<file path="src/rtl/onehot_grant_decoder.sv">
// One-hot grant decoder: latches a 2-bit line index, holds a one-hot grant until
// done or timeout, then inserts a dead cycle. Optional grant counter under GRANT_CNT_EN.
module onehot_grant_decoder #(
    parameter int unsigned TIMEOUT = 15
) (
    input  logic        clk,
    input  logic        rst_n,
    input  logic [1:0]  in_idx,
    input  logic        in_valid,
    output logic        in_ready,
    output logic [3:0]  grant,
    output logic        grant_valid,
    input  logic        done,
    output logic        timeout,
    output logic [15:0] grant_cnt,
    output logic [1:0]  dbg_state
);

    typedef enum logic [1:0] {
        ST_IDLE  = 2'd0,
        ST_GRANT = 2'd1,
        ST_GAP   = 2'd2
    } state_t;

    localparam logic [7:0] LP_WAIT_LAST = 8'(TIMEOUT - 1);

    state_t      r_state;
    state_t      w_state_nxt;
    logic [1:0]  r_idx;
    logic [7:0]  r_wait;
    logic [3:0]  r_grant;
    logic        r_grant_valid;
    logic        r_timeout;
    logic        w_accept;
    logic        w_tmo_rel;
    logic [1:0]  w_idx_sel;
    logic [3:0]  w_grant_nxt;

    // Handshake: an index transfers on a rising edge where in_valid && in_ready;
    // in_ready is high only in IDLE, and in_idx/in_valid are don't-care elsewhere.
    always_comb begin
        w_state_nxt = r_state;
        w_accept    = 1'b0;
        w_tmo_rel   = 1'b0;
        case (r_state)
            ST_IDLE: begin
                if (in_valid) begin
                    w_accept    = 1'b1;
                    w_state_nxt = ST_GRANT;
                end
            end
            ST_GRANT: begin
                // done takes priority over a simultaneous timeout expiry
                if (done) begin
                    w_state_nxt = ST_GAP;
                end else if (r_wait == LP_WAIT_LAST) begin
                    w_tmo_rel   = 1'b1;
                    w_state_nxt = ST_GAP;
                end
            end
            ST_GAP: begin
                w_state_nxt = ST_IDLE;
            end
            default: begin
                w_state_nxt = ST_IDLE;
            end
        endcase
    end

    assign w_idx_sel   = w_accept ? in_idx : r_idx;
    assign w_grant_nxt = (w_state_nxt == ST_GRANT) ? (4'b0001 << w_idx_sel) : 4'b0000;

    always_ff @(posedge clk or negedge rst_n) begin
        if (!rst_n) begin
            r_state       <= ST_IDLE;
            r_idx         <= 2'd0;
            r_wait        <= 8'd0;
            r_grant       <= 4'b0000;
            r_grant_valid <= 1'b0;
            r_timeout     <= 1'b0;
        end else begin
            r_state       <= w_state_nxt;
            r_grant       <= w_grant_nxt;
            r_grant_valid <= (w_state_nxt == ST_GRANT);
            r_timeout     <= w_tmo_rel;
            if (w_accept) begin
                r_idx  <= in_idx;
                r_wait <= 8'd0;
            end else if (r_state == ST_GRANT && !done) begin
                r_wait <= r_wait + 8'd1;
            end
        end
    end

`ifdef GRANT_CNT_EN
    logic [15:0] r_cnt;

    always_ff @(posedge clk or negedge rst_n) begin
        if (!rst_n) begin
            r_cnt <= 16'h0000;
        end else if (w_accept) begin
            r_cnt <= r_cnt + 16'h0001;
        end
    end

    assign grant_cnt = r_cnt;
`else
    assign grant_cnt = 16'h0000;
`endif

    assign in_ready    = (r_state == ST_IDLE);
    assign grant       = r_grant;
    assign grant_valid = r_grant_valid;
    assign timeout     = r_timeout;
    assign dbg_state   = r_state;

endmodule

</file>
<file path="config.mk">
export PLATFORM = sky130hd
export DESIGN_NAME = onehot_grant_decoder
export DESIGN_NICKNAME = d
export VERILOG_FILES = /design/src/rtl/onehot_grant_decoder.sv
export SDC_FILE = /design/constraint.sdc
export NUM_CORES = 1
export LEC_CHECK = 0
export BUFFER_PORTS_ARGS = -buffer_cell sky130_fd_sc_hd__buf_2
export CAP_MARGIN = 15
export CORE_ASPECT_RATIO = 1.75
export CORE_UTILIZATION = 30
export CTS_CLUSTER_SIZE = 10
export DETAILED_ROUTE_END_ITERATION = 10
export PLACE_DENSITY = 0.57
export SLEW_MARGIN = 20
export SYNTH_ARGS = -nofsm -noshare
export SYNTH_HDL_FRONTEND = slang
export SYNTH_SLANG_ARGS = --single-unit
</file>
<file path="constraint.sdc">
create_clock -name clk -period 2 [get_ports clk]
set_input_delay 0.4 -clock clk [delete_from_list [all_inputs] [get_ports clk]]
set_output_delay 0.4 -clock clk [all_outputs]
set_load 0.01 [all_outputs]
</file>
* After elaboration in Yosys (flattened, before gate mapping)
Index checks and enable logic that the tools add are counted.
Word-level totals: flip-flop bits (word level) 18, input port bits 6, output and inout bits 25, logic and storage cells 28
Cells by class: add/sub/neg operators 1, eq/ne operators 3, shift-type cells 1, mux-type cells 13, reduce and logical (&&, ||, !) cells 4
Operators by type and width (number):
- $mux W8 | 2
- $add A8 B1 Y8 const B | 1
- $eq A8 B4 Y1 const B | 1
- $mux W2 | 4
- $mux W1 | 5
- $eq A2 B1 Y1 const B | 2
- $mux W4 | 1
- $pmux W2 S2 | 1
- $shl A1 B2 Y4 const A | 1
- $logic_not A2 Y1 | 1
- $reduce_bool A2 Y1 | 1
- $logic_and A1 B1 Y1 | 1
- $logic_not A1 Y1 | 1

* Depth between registers and ports, before layout
depth in word-level cells 6, gate-level depth with buffers 5, mapped depth without buffers 5

* Least setup slack after synthesis
No wires, ideal clock.
path type register to register, start register r_wait[0], end register r_grant[0], in the netlist grant[0], setup time 0.158 ns, arrival 1.450 ns, required time 1.842 ns, slack 0.391 ns, cell stages (with the launch flop) 6, path buffers 0, period minus slack after synthesis 1.609 ns, path through dfrtp_1 inv_1 ha_1 nand4b_1 o41ai_1 a211oi_1
On the way: cells in the longest elaborated chain, start to end 6
Ends and longest elaborated chain:
- start: declaration | RTL line 30 | logic [7:0] r_wait;
- start signal: assignment | RTL line 90 | r_wait <= r_wait + 8'd1;
- $eq A8 B4 Y1 | RTL line 56 | end else if (r_wait == LP_WAIT_LAST) begin
- $mux W2 | RTL line 56
- $mux W2 | RTL line 54 | if (done) begin
- $pmux W2 S2 | RTL line 45 | case (r_state)
- $eq A2 B1 Y1 | RTL line 71 | assign w_grant_nxt = (w_state_nxt == ST_GRANT) ? (4'b0001 << w_idx_sel) : 4'b0000;
- $mux W4 | RTL line 71
- named net w_grant_nxt[0] | RTL line 37 | logic [3:0] w_grant_nxt;
- end signal: assignment | RTL line 83 | r_grant <= w_grant_nxt;
- end: declaration | RTL line 31 | logic [3:0] r_grant;
The timed path passes the listed nets, and every way through them passes these cells. A chain may end at the register's enable or synchronous reset.

* Worst setup path after layout
start register r_state[1], in the netlist dbg_state[1], end register r_wait[7]
On the way: cells in the longest elaborated chain, start to end 3, elaborated cells on any way between the ends 6, classes of those cells eq/ne (1); mux (2); reduce/logical (3)
Ends and longest elaborated chain:
- start: declaration | RTL line 27 | state_t r_state;
- start signal: assignment | RTL line 82 | r_state <= w_state_nxt;
- $logic_not A2 Y1 / $eq A2 B1 Y1 (equally long branches) | RTL line 45, 89
- $mux W1 / $logic_and A1 B1 Y1 (equally long branches) | RTL line 45, 89
- $mux W8 / $reduce_bool A2 Y1 (equally long branches)
Several ways; a longest one is shown, not always the timed one.

==> run_results.csv <==
group,metric,value,unit
cts,clk_path_buf_depth,2,
timing,period_share,0.833,
global_routing,grt_pass1_vias,583,
setup_path,required,2.18,ns
global_routing,grt_pass1_wl,2.55,mm
setup_path,crit_path_end_kind,"flop",
cells_and_area,final_cell_area,1010,µm²
cts,post_cts_buffers,0,
setup_path,arrival,1.85,ns
yosys,synth_warnings,0,
drt,viasPerCell,5.05,
yosys,ys_seq_elements,18,
floorplan,num_rows,26,
cells_and_area,final_cell_mix,"18 x dfrtp_1, 16 x conb_1, 14 x buf_2",
yosys,synthXorXnorAreaFrac,0,
drt,drt_iter0_drc,12,
cts,h-tree-depth,1,
timing,post-route-min-period,1.67,ns
setup_path,crit_type,"reg -> reg",
global_routing,grt_max_degree,19,
hold_path,hold_class,"in -> async",
yosys,synth.distinct_cells,28,
placement,dp_hpwl,1.26,mm
pwr,ir_worst_vdd,0.000239,V
placement,port_buffers,14,
yosys,synth_top_family_by_area,"simple AND/OR/NAND/NOR gates",
setup_path,start_kind,"flop",
global_routing,antenna_found_initial,0,
yosys,yosysSeqAreaShare,0.487,
timing,timing.setup.tns,0,ns
yosys,synth-edff-count,0,
yosys,synth_top_area_cell,"dfrtp_1",
yosys,synth_fa_ha_area_frac,0.0271,
global_routing,gr-usage-all-layers,0.107,
floorplan,start_util,0.316,
floorplan,dieArea,3320,µm²
yosys,yosys.area.top_type_share,0.487,
timing,setup_viol,0,
drt,drc,0,
cells_and_area,nets,115,
yosys,netlist_instances,89,
flow_run,maxCapViolCount,0,
floorplan,dieWidth,44.0,µm
yosys,synth_simple_gate_area_share,0.166,
cts,cts.clk_slew.worst_paths,0.07,ns
yosys,synthArstFlopShare,1.00,
cts,cts-root-buf,"clkbuf_8",
drt,vias,671,
floorplan,core-area,2930,µm²
cells_and_area,diodes,0,
pwr,p_per_area,994,nW/µm²
placement,placed_area,972,µm²
timing,fin_hold_ws,0.0735,ns
yosys,synthFlopType,"dfrtp_1",
yosys,synth_compound_area_frac,0.123,
cts,clk_latency,0.25,ns
yosys,postSynthAreaPerCell,10.4,µm²
yosys,synth_area,925,µm²
cells_and_area,final_common_cell,"dfrtp_1",
drt,routed_wl,1.63,mm
setup_path,path_max_fanout,14,
cells_and_area,areaGrowthSynthToFinish,9.61,%
cells_and_area,drive_gt1_frac,0.210,
cts,cts_resized,0,
cts,ctsHoldBuffers,0,
floorplan,ios,31,
yosys,synthTopCellsByArea,"dfrtp_1 49%, buf_4 13%, mux2i_1 3.2%",
cells_and_area,fillers,315,
global_routing,overflow,0,
drt,post_drt_wl_per_cell,12.3,µm
yosys,synthMuxAreaShare,0.0325,
timing,slew_violations,0,
cts,numCtsBuffers,3,
timing,rsz0062_at_grt,"false",
floorplan,die_h,75.4,µm
timing,skew,0.00304,ns
drt,first_pass_iters,7,
timing,finalHoldViolCount,0,
placement,gp_congestion,0.762,
cts,clock-sinks,18,
pwr,p_leak,0.000510,µW
timing,max_freq,600,MHz
status,status,"complete, no violations",
cts,cts_tree,"built",
drt,ant_nets,0,
==> where the power goes <==
part	leakage [µW]	internal, µW	total, µW	switching (µW)
Clock	0.0000216	133	246	113
Sequential	0.000240	436	498	62.3
Combinational	0.000249	102	263	160
==> kinds of logic after synthesis <==
kind of cell    count (synthesis)
compound gates                 18
mux                             3
buf+inv                        23
other cells                     1
fa+ha+maj                       2
simple gates                   24
flops                          18
==> registers in the layout, indices dropped and copies added (netlist names) <==
| signal | count |
|---|---|
| dbg_state | 2 |
| grant | 4 |
| grant_valid | 1 |
| r_idx | 2 |
| r_wait | 8 |
| timeout | 1 |
==> synth_stat cells, types with 2 or more instances <==
library cell / n
a21oi_1: 5
mux2i_1: 3
a211oi_1: 4
nand4_1: 2
dfrtp_1: 18
ha_1: 2
o21ai_0: 5
nand2_1: 3
buf_4: 16
nand3_1: 5
or4_1: 2
inv_1: 5
o31ai_1: 2
or3_1: 3
==> critical path, cell delays in order (launching register included) <==
cell     delay (ns)
dfrtp_1        0.44
or3b_4         0.49
or4_1          0.52
a21oi_1        0.14
==> per-layer routing <==
metal / global-route usage / up-vias / part of all wire
met2: 0.189 / 29 / 0.55
li1: - / 320 / -
met1: 0.112 / 318 / 0.39
met5: 0 / - / 0
met4: 0.0707 / 0 / 0.014
met3: 0.0213 / 4 / 0.046
==> per-stage QoR <==
stage                      util  cells  setup slack [ns]  power (µW)
after global routing      0.346    133             0.235        1080
final                     0.346    133             0.333        1010
after global placement    0.332    130             0.329         757
after CTS                 0.346    133             0.321        1020
after floorplan               -    104             0.391         686
after detailed placement  0.332    130             0.284         769
==> layout make-up <==
| class | count | area (µm²) | share of cell area |
|---|---|---|---|
| Multi-Input combinational cell | 63 | 383 | 0.378 |
| Sequential cell | 18 | 450 | 0.444 |
| Clock buffer | 3 | 41.3 | 0.0407 |
| Inverter | 5 | 18.8 | 0.0185 |
| Timing Repair Buffer | 16 | 85.1 | 0.0840 |
| Tap cell | 28 | 35.0 | 0.0346 |
==> path summary, 6_finish.rpt <==
kind                              start            to  slack, ns  cells past startpoint
min reg2reg                   r_wait[5]     r_wait[5]       0.55                      1
min in group clk                   done  dbg_state[1]       0.43                      2
min                               rst_n     r_wait[7]       0.07                      1
max in group asynchronous         rst_n      r_idx[0]       1.63                      1
max reg2reg                dbg_state[1]     r_wait[7]       0.33                      3
max                        dbg_state[1]     r_wait[7]       0.33                      3
(Power assumes the default switching activity.)
